<file path="src/rtl/ldm_stm_sequencer.sv">
// ldm_stm_sequencer: LDM/STM block-transfer sequencer walking a 16-bit register list.
// Base register writeback (WB state) exists only when SEQ_BASE_WRITEBACK_EN is defined.
module ldm_stm_sequencer (
    input  logic        clk,
    input  logic        reset,
    input  logic        start,
    input  logic        is_load,
    input  logic [15:0] reg_list,
    input  logic [3:0]  base_reg,
    input  logic [31:0] base_addr,
    input  logic        up,
    input  logic        pre,
    input  logic        writeback,
    output logic [3:0]  rb_read_select,
    input  logic [31:0] rb_read_data,
    output logic [3:0]  rb_write_select,
    output logic        rb_write_en,
    output logic [31:0] rb_write_data,
    output logic        mem_req,
    output logic        mem_we,
    output logic [31:0] mem_addr,
    output logic [31:0] mem_wdata,
    input  logic        mem_ack,
    input  logic [31:0] mem_rdata,
    output logic        busy,
    output logic        done
);
    typedef enum logic [1:0] {IDLE, XFER, WB, DONE} state_t;
    state_t      state_q, state_d;
    logic [15:0] pend_q, pend_d;
    logic        load_q, load_d, wb_q, wb_d;
    logic [3:0]  base_reg_q, base_reg_d, cur;
    logic [31:0] addr_q, addr_d, final_q, final_d, span;
    logic [4:0]  n;
    logic        wb_en, xfer, st, ld_wr, wb_wr;
`ifdef SEQ_BASE_WRITEBACK_EN
    assign wb_en = writeback;
`else
    assign wb_en = writeback & 1'b0;
`endif
    always_comb begin
        n   = '0;
        cur = '0;
        for (int i = 0; i < 16; i++) n = n + 5'(reg_list[i]);
        for (int i = 15; i >= 0; i--) if (pend_q[i]) cur = 4'(i);
    end
    assign span = {25'd0, n, 2'b00};
    always_comb begin
        state_d    = state_q;
        pend_d     = pend_q;
        load_d     = load_q;
        wb_d       = wb_q;
        base_reg_d = base_reg_q;
        addr_d     = addr_q;
        final_d    = final_q;
        case (state_q)
            IDLE: if (start) begin
                load_d     = is_load;
                pend_d     = reg_list;
                base_reg_d = base_reg;
                // a load that includes the base register keeps the loaded value
                wb_d       = wb_en && !(is_load && reg_list[base_reg]);
                addr_d     = up ? base_addr + (pre ? 32'd4 : 32'd0)
                                : base_addr - span + (pre ? 32'd0 : 32'd4);
                final_d    = up ? base_addr + span : base_addr - span;
                state_d    = (reg_list == 16'd0) ? DONE : XFER;
            end
            XFER: if (mem_ack) begin
                pend_d = pend_q & ~(16'd1 << cur);
                addr_d = addr_q + 32'd4;
                if (pend_d == 16'd0) state_d = wb_q ? WB : DONE;
            end
            WB:      state_d = DONE;
            default: state_d = IDLE;
        endcase
    end
    always_ff @(posedge clk) begin
        if (reset) begin
            state_q    <= IDLE;
            pend_q     <= '0;
            load_q     <= 1'b0;
            wb_q       <= 1'b0;
            base_reg_q <= '0;
            addr_q     <= '0;
            final_q    <= '0;
        end else begin
            state_q    <= state_d;
            pend_q     <= pend_d;
            load_q     <= load_d;
            wb_q       <= wb_d;
            base_reg_q <= base_reg_d;
            addr_q     <= addr_d;
            final_q    <= final_d;
        end
    end
    assign xfer            = state_q == XFER;
    assign st              = xfer && !load_q;
    assign ld_wr           = xfer && load_q && mem_ack;
    assign wb_wr           = state_q == WB;
    assign mem_req         = xfer;
    assign mem_we          = st;
    assign mem_addr        = xfer ? addr_q : 32'd0;
    assign rb_read_select  = st ? cur : 4'd0;
    assign mem_wdata       = st ? rb_read_data : 32'd0;
    assign rb_write_en     = (ld_wr || wb_wr) && !reset;
    assign rb_write_select = ld_wr ? cur : wb_wr ? base_reg_q : 4'd0;
    assign rb_write_data   = ld_wr ? mem_rdata : wb_wr ? final_q : 32'd0;
    assign busy            = xfer || wb_wr;
    assign done            = state_q == DONE;
endmodule

</file>
<file path="config.mk">
export PLATFORM = sky130hd
export DESIGN_NAME = ldm_stm_sequencer
export DESIGN_NICKNAME = d
export VERILOG_FILES = /design/src/rtl/ldm_stm_sequencer.sv
export SDC_FILE = /design/constraint.sdc
export NUM_CORES = 1
export LEC_CHECK = 0
export CORE_UTILIZATION = 55
export CTS_CLUSTER_DIAMETER = 40
export DETAILED_ROUTE_END_ITERATION = 10
export PLACE_DENSITY = 0.94
export SYNTH_ARGS = -nofsm -noshare
export SYNTH_HDL_FRONTEND = slang
export SYNTH_SLANG_ARGS = --single-unit
</file>
<file path="constraint.sdc">
create_clock -name clk -period 11.9 [get_ports clk]
set_clock_uncertainty 0.05 [all_clocks]
set_input_delay 2.38 -clock clk [delete_from_list [all_inputs] [get_ports clk]]
set_output_delay 2.38 -clock clk [all_outputs]
set_load 0.01 [all_outputs]
</file>
Word-level counts from Yosys, hierarchy flattened:

Index checks and enable logic that the tools add are counted.

* register bits: 87
* logic and storage cells: 88
* output and inout port bits: 109
* bits of input ports: 124

* add/sub/neg operators: 20
* reductions and logical operators: 15
* multiplexer cells: 38
* equality and inequality tests: 6
* shift-type cells: 1
* bitwise operators: 2

Operators with widths (count)
* $mux W32: 8
* $mux W4: 19
* $add A32 B3 Y32: 2
* $pmux W32 S2: 1
* $add A5 B1 Y5: 11
* $add A32 B3 Y32 const B: 1
* $add A32 B7 Y32: 1
* $logic_not A16 Y1: 2
* $mux W16: 2
* $pmux W16 S2: 1
* $sub A32 B7 Y32: 1
* $and A16 B16 Y16: 1
* $not A16 Y16: 1
* $shl A1 B4 Y16 const A: 1
* $mux W2: 4
* $mux W3: 2
* $pmux W2 S3: 1
* $reduce_and A3 Y1: 2
* $add A4 B1 Y5: 1
* $add A3 B1 Y4: 1
* $eq A2 B2 Y1 const B: 2
* $logic_and A1 B1 Y1: 4
* $ne A2 B2 Y1 const B: 2
* $add A2 B1 Y3: 1
* other kinds (8): 10

Longest topological paths before layout:

Gate-level depths: netlist (run 1).

* depth after elaboration: 23
* gate-level depth with buffers: 25
* mapped depth without buffers: 24

Least setup slack after synthesis (run 1):

Ideal clock, no wire load.

* path type: in2reg
* from: input port reg_list[0]
* to: register addr_q[25]
* setup time: 130 ps
* stages: 21
* path slack: 3605 ps
* buffers on the path: 0
* data required time: 11720 ps
* arrival time: 8115 ps
* cells stage by stage: inv_1 fa_1 fa_1 fa_1 fa_1 inv_1 ha_1 fa_1 a21o_1 and2_1 ha_1 nor2_1 o211a_4 or4_1 a222oi_1 and4_1 nand4_1 o32a_1 nand2_1 xor2_1 o22ai_1

* longest elaborated chain between the ends: 20

RTL lines
* from (decl): RTL line 8 `input logic [15:0] reg_list,`
* $add A1 B1 Y2: RTL line 44 `for (int i = 0; i < 16; i++) n = n + 5'(reg_list[i]);`
* $add A2 B1 Y3: RTL line 44
* $add A3 B1 Y4: RTL line 44
* $add A4 B1 Y5: RTL line 44
* $add A5 B1 Y5 (11 in series): RTL line 44
* $sub A32 B7 Y32: RTL line 64 `: base_addr - span + (pre ? 32'd0 : 32'd4);`
* $add A32 B3 Y32: RTL line 64
* $mux W32: RTL line 63 `addr_d = up ? base_addr + (pre ? 32'd4 : 32'd0)`
* $mux W32: RTL line 57 `IDLE: if (start) begin`
* $pmux W32 S2: RTL line 56 `case (state_q)`
* to (signal assigned): RTL line 92 `addr_q <= addr_d;`
* to (decl): RTL line 33 `logic [31:0] addr_q, addr_d, final_q, final_d, span;`

Every way passes these cells. The select of a mux whose other input is x is not followed.
A chain may end at the register's enable or synchronous reset.

Worst setup path after layout (run 1):

Same ends and word-level chain as after synthesis.

==> metrics.md, run 1 <==
| Metric | Value |
|---|---|
| Outcome | completed |
| Placeable Area | 15900 µm² |
| Seq/Total Area, Yosys | about a fifth |
| Final hold violations | 0 |
| Flops & latches, synth | 87 |
| Post-synth EDFFs | 0 |
| Num CTS Buffers | 9 |
| Cells after synthesis | 1344 |
| Pwr Density | 194 nW/µm² |
| YS warnings | 0 |
| Fin cells | 1720 |
| Max-slew violations | 0 |
| Die area | about 17000 µm² |
| Final Critical Period | roughly 9.4 ns |
| Worst-margin pin slew | 0.960 ns |
| P_leak | around 4.4 nW |
| DRC | 0 |
| Layout cells sized above 1 | 2.66% |
| Final Setup Violations | 0 |
| Skew-Pair Late Insertion Delay | around 0.35 ns |
| Worst hold path type | flop to flop |
| Post-detail-place hpwl | between 20 and 25 mm |
| H-tree depth | 3 |
| Overflow after GRT | 0 |
| Unrepaired setup endpoints after global routing | false |
| Vias per std cell | 6.20 |
| Vias in the first global route | 9456 |
| Post CTS Setup Buffer Count | 0 |
| Hold Path Origin | final_q[17] |
| TritonCTS clock tree | yes |
| Number of diodes | 0 |
| DP Cell Count | 1705 |
| Routed Antenna Nets | 0 |
| Critical path data required time | around 12 ns |
| Synthesized area per cell | 6.65 µm² |
| Std cell rows | 46 |
| R2r startpoint | pend_q[0] |
| Yosys cell types | 74 |
| Synth Flop Type | dfxtp_1 |
| FFs w/ async S/R, synth | 0% |
| Max-capacitance violation count | 0 |
| # hold bufs at CTS | 0 |
| GRT Overall Usage | 37.9% |
| Die X | 129 µm |
| CTS resizes | 0 |
| Clk pin slew, worst setup/hold paths | 0.06 ns |
| Routed wire length per instance | 18.8 µm |
| Hold Slack | 0.409 ns |
| R2R setup slack | 8.41 ns |
| GPL Wtd Cong | 0.965 |
| Via count | 10.7k |
| Type of origin of the critical path | primary input |
| Worst EP arrival | 9.52 ns |
| Final wirelength | around 32 mm |
| FMAX | between 100 and 150 MHz |
| Crit-path max FO | 7 |
| Max-slew headroom | between 30% and 40% |
| Largest net degree at the start of global routing | 89 |
| Finished Core Util | 72.8% |
| Maximum VDD drop | about 240 µV |
| Antenna violations before repair | 0 |
| Setup_tns | 0 ns |
| Starting Density | 56.2% |
| IO Port Bufs | 231 |
| Nets | between 1.5k and 2k |
| Die Y | 129 µm |
| Critical Path Source | reg_list[0] |
| Num Clock Sinks | 87 |
| Max clock buf depth | 2 |
| Clock root buffer | clkbuf_16 |
| First-pass GRT wire length | 49.3 mm |
| Total I/O pin count | about 230 |
| Crit end category | flop |
| Drt pass-1 iters | 6 |
| Syn Nets | around 1.5k |
| Post-Syn Area | a little under 9000 µm² |
| Initial DRC count | 1189 |
| Critical path class | primary input to flop |
| Final period util | between 70% and 80% |
| Area growth syn-to-layout | 29.4% |
-- kinds of logic (layout without fill, tap and decap cells) --
kind of cell,Yosys count,in the layout,share of synthesized area (%)
and+or+nand+nor,661,661,36.0
muxes,9,9,1.02
xor gates and xnor gates,95,95,9.31
AOI/OAI and AO/OA,307,307,21.6
adders and majority gates,39,39,6.47
buffers and inverters,146,306,6.15
DFF,87,87,19.5
-- critical path, cell delays in order --
cell and delay [ns]:
clkdlybuf4s50_1 0.47, inv_1 0.08, fa_1 0.58, fa_1 0.45
fa_1 0.48, fa_1 0.53, inv_1 0.05, ha_1 0.20
fa_1 0.42, xor2_1 0.23, ha_1 0.45, nor2_1 0.11
o311ai_0 0.65, nand2_1 0.27, a222oi_1 0.67, and4_1 0.43
nand4_1 0.28, o32a_1 0.41, nand2_1 0.08, xor2_1 0.19
o22ai_1 0.11
-- flip-flops by register name, indices dropped and copies added, names as in the netlist --
| signal | count |
|---|---|
| pend_q | 16 |
| addr_q | 32 |
| state_q | 2 |
| base_reg_q | 4 |
| load_q | 1 |
| final_q | 32 |
-- area by class of cell --
| cell class | instances | area [µm²] |
|---|---|---|
| timing repair buffer | 242 | 2380 |
| inverter | 49 | 184 |
| sequential | 87 | 1740 |
| clock buffer | 10 | 229 |
| fill | 1327 | 4320 |
| multi-input combinational | 1111 | 6650 |
| tap | 216 | 270 |
| clock inverter | 5 | 106 |
-- cells in the final DEF, fill, tap and decap left out, drive strengths merged, types with 4 or more instances in the layout --
master and instances:
and2 79, o21bai 6, o21a 4, nand4 8, nand2b 11, a41oi 4
ha 27, and3 26, nand2 219, xnor2 54, a22oi 18, or4 10
clkdlybuf4s50 229, nor2b 12, nor4 18, xor2 41, o21ai 64, o211a 4
nand3 83, o22ai 11, dfxtp 87, o31ai 10, a21o 8, or3 17
and4 4, nor3 42, clkbuf 10, nor2 122, a211oi 19, a21oi 115
mux2i 8, fa 12, o211ai 6, inv 50, a31oi 10, buf 13
-- power by group --
| group | switching [W] | leakage [nW] | internal, W |
|---|---|---|---|
| sequential | 0.0000933 | 0.714 | 0.000375 |
| combinational | 0.000868 | 3.52 | 0.000576 |
| clock | 0.000121 | 0.159 | 0.000205 |
| total | 0.00108 | 4.39 | 0.00116 |
-- routing by layer --
metal	track usage, %	up-vias	wire length [µm]
met4	18.9	0	1500
met5	0	-	0
li1	-	4983	-
met3	6.40	104	3450
met2	63.2	702	14900
met1	47.3	4882	12500
-- cells in the mapped netlist (9+ instances only) --
cell type  number  area share [%]
nand2_1       219             9.2
xnor2_1        54             5.3
nor2_1        122             5.1
a21oi_1       115             6.4
o22ai_1        11            0.77
nand3_1        82             4.6
or3_1          17             1.2
o21ai_0        59             3.3
xor2_1         41             4.0
clkbuf_1       78             3.3
fa_1           12             2.7
and2_1         78             5.5
o31ai_1         9            0.76
or4_1          10            0.84
a22oi_1        18             1.5
nor2b_1        12            0.84
nand2b_1       11            0.77
a211oi_1       19             1.6
ha_1           27             3.8
and3_1         26             1.8
inv_1          49             2.1
dfxtp_1        87              19
buf_1          18            0.76
nor3_1         41             2.3
nor4_1         15             1.1
a31oi_1        10            0.70
-- metrics by stage --
step                total power (W)  area [µm²]  setup WS [ns]
floorplan                   0.00138        8930           3.61
global placement            0.00182       11200           2.45
detailed placement          0.00186       11200           2.32
CTS                         0.00220       11600           2.66
global route                0.00238       11600           2.26
finish                      0.00224       11600           2.53
-- path summary, 6_finish.rpt --
| kind | endpoint | cells after the start |
|---|---|---|
| max | addr_q[25] | 21 |
| min reg2reg | final_q[17] | 2 |
| max reg2reg | state_q[1] | 9 |
| min | final_q[17] | 2 |
No activity file was read; power rests on OpenSTA's default activity.
==> run 2, diff against run 1 <==
- CORE_UTILIZATION: 55 -> 46
- PLACE_DENSITY: 0.94 -> 0.84
- clock period: 11.9 -> 7.6 ns (I/O delays scaled with it)
==> metrics.md, run 2 (synthesis gave the netlist of run 1 again) <==
| Metric | Value |
|---|---|
| Hold Path Sink | final_q[31] |
| Starting Density | 47.3% (-9.0 points) |
| Largest net degree at the start of global routing | 90 (+1.1%) |
| Most frequent cells in the layout | clkdlybuf4s50_1 (220), nand2_1 (219), nor2_1 (121) |
| Footprint of the multi-input gates | 6820 µm² (+2.6%) |
| Clk pin slew, worst setup/hold paths | 0.06 ns (about the same) |
| Final Setup Violations | 0 (unchanged) |
| Nets | 1770 (+6.4%) |
| Routed wire length per instance | 18.1 µm (-3.5%) |
| Storage element area | 1740 µm² (unchanged) |
| Worst EP arrival | 7.51 ns (-2.01 ns) |
| Vias in the first global route | 9882 (+4.5%) |
| Capturing point of the worst reg2reg path | addr_q[20] |
| P_leak | 5.01 nW (+14%) |
| Final wirelength | 33.9 mm (+4.9%) |
| Die X | 141 µm (+9.2%) |
| Die area | 20000 µm² (+19%) |
| Via count | 10.8k (+0.84%) |
| Reg2Reg Depth | 11 (+2) |
| Placeable Area | 18900 µm² (+19%) |
| First-pass GRT wire length | 52.2 mm (+5.9%) |
| IO Port Bufs | 231 (unchanged) |
| Type of origin of the critical path | primary input |
| Final hold violations | 0 (unchanged) |
| Final Critical Period | 7.28 ns |
| Total power after layout | 0.00370 W (+65%) |
| Final period util | 95.8% |
| Total I/O pin count | 233 (unchanged) |
| Layout cells sized above 1 | 11.2% (+8.5 points) |
| Fill count | 1709 (+29%) |
| Sw Ratio | 46.7% (-1.7 points) |
| FMAX | 137 MHz |
| Post-detail-place hpwl | 26.4 mm (+7.3%) |
| P_int | 0.00197 W (+71%) |
| H-tree depth | 3 (unchanged) |
| Finished Core Util | 66.5% (-6.3 points) |
| Max-slew headroom | 36.3% (+0.23 points) |
| Clock Power Share | 12.0% (-2.6 points) |
| Met3 Use GR | 4.35% (-2.0 points) |
| Global routing's busiest layer | met2 |
| Crit end category | flop |
| Area growth syn-to-layout | 40.7% |
| Drt pass-1 iters | 6 (unchanged) |
| Clock root buffer | clkbuf_16 |
| Critical path data required time | 7.84 ns (-4.21 ns) |
| Flop pwr share | 19.7% (-1.2 points) |
| Num Clock Sinks | 87 (unchanged) |
| Overflow after GRT | 0 (unchanged) |
| Unrepaired setup endpoints after global routing | false |
| Initial DRC count | 945 (-21%) |
| Skew-Pair Late Insertion Delay | 0.35 ns (about the same) |
| DRC | 0 (unchanged) |
| Maximum VDD drop | 230 µV (-2.9%) |
| Worst hold path type | flop to flop |
| Die Y | 141 µm (+9.2%) |
| Worst-margin pin slew | 0.956 ns (-0.00342 ns) |
| TritonCTS clock tree | yes |
| Largest registers | addr_q (32), final_q (32), pend_q (16) |
| Outcome | completed |
| Logic pwr share | 68.3% (+3.8 points) |
| # hold bufs at CTS | 0 (unchanged) |
| GPL Wtd Cong | 0.962 (-0.25%) |
| Num CTS Buffers | 9 (unchanged) |
| Hold Path Origin | final_q[31] |
| Hold depth | 2 (unchanged) |
| Max-slew violations | 0 (unchanged) |
| Global routing usage on met2 | 57.8% (-5.4 points) |
| NetSw | 0.00173 W (+60%) |
| Routed Antenna Nets | 0 (unchanged) |
| R2r startpoint | state_q[1] |
| Pwr Density | 294 nW/µm² (+52%) |
| Antenna violations before repair | 0 (unchanged) |
| Max-capacitance violation count | 0 (unchanged) |
| GRT Overall Usage | 33.2% (-4.7 points) |
| Crit-path max FO | 5 (-2) |
| Commonest non-fill, non-tap cell in the layout | clkdlybuf4s50_1 |
| Number of diodes | 0 (unchanged) |
| Max clock buf depth | 2 (unchanged) |
| Std cell rows | 50 (+8.7%) |
| Vias per std cell | 5.75 (-7.2%) |
| Met1 usage | 41.7% (-5.6 points) |
| Critical path class | primary input to flop |
| R2R setup slack | 3.94 ns (-4.47 ns) |
-- run 2: layer usage --
metal	vias to the layer above	routed length, µm
met5	-	0
met4	0	1000
met3	64	2640
met2	507	16400
met1	5002	13900
li1	5188	-
-- run 2: final cells by class --
type / count / area share [%]
clock buffer: 11 / 1.93
clock inverter: 3 / 0.358
inverter: 49 / 1.46
multi-input combinational: 1111 / 54.2
sequential: 87 / 13.9
tap: 260 / 2.59
timing repair buffer: 349 / 25.6
-- run 2: critical path, cell delays in order --
cell and delay, ns:
dlymetal6s2s_1 0.11, inv_1 0.07, fa_1 0.57, fa_1 0.46, fa_2 0.62, fa_1 0.42, inv_1 0.07, ha_2 0.18
fa_2 0.50, ha_1 0.37, o21bai_4 0.09, o211a_4 0.24, or4_4 0.48, a222oi_1 0.33, buf_4 0.19, and3_4 0.20
nand3_4 0.12, nor4_4 0.42, xnor2_2 0.15, a221oi_2 0.28, a21o_1 0.12
-- run 2: repair_timing --
action | CTS | global route
pin swaps | 9 | 15
endpoints found under the setup margin | 16 | 27
gates resized for setup | 17 | 32
setup buffers | 1 | 4
-- run 2: worst max-delay path by stage --
stage	start	to	cells after the start
2_1_floorplan	reg_list[0]	addr_q[25]	21
3_3_place_gp	reg_list[1]	addr_q[29]	24
3_5_place_dp	reg_list[1]	addr_q[29]	24
4_1_cts	reg_list[1]	addr_q[29]	23
5_1_grt	reg_list[15]	addr_q[26]	22
6_report	reg_list[15]	addr_q[26]	21
-- run 2: power groups by stage --
stage	clock [W]	sequential (W)	combinational (W)
finish	0.000445	0.000729	0.00253
global route	0.000465	0.000743	0.00276
floorplan	0	0.000679	0.00148
CTS	0.000448	0.000723	0.00246
detailed placement	0	0.000733	0.00242
global placement	0	0.000728	0.00237
-- run 2: metrics by stage --
step                setup slack (ns)  hold WS [ns]  cell area (µm²)  TNS, ns  instances
floorplan                      0.165         0.382             8930        0       1344
global placement              -0.561         0.388            12100    -8.42       1851
detailed placement            -0.642         0.396            12100   -11.33       1851
CTS                          -0.0321         0.404            12400  -0.0412       1866
global route                  0.0704         0.423            12600        0       1870
finish                         0.323         0.406            12600        0       1870
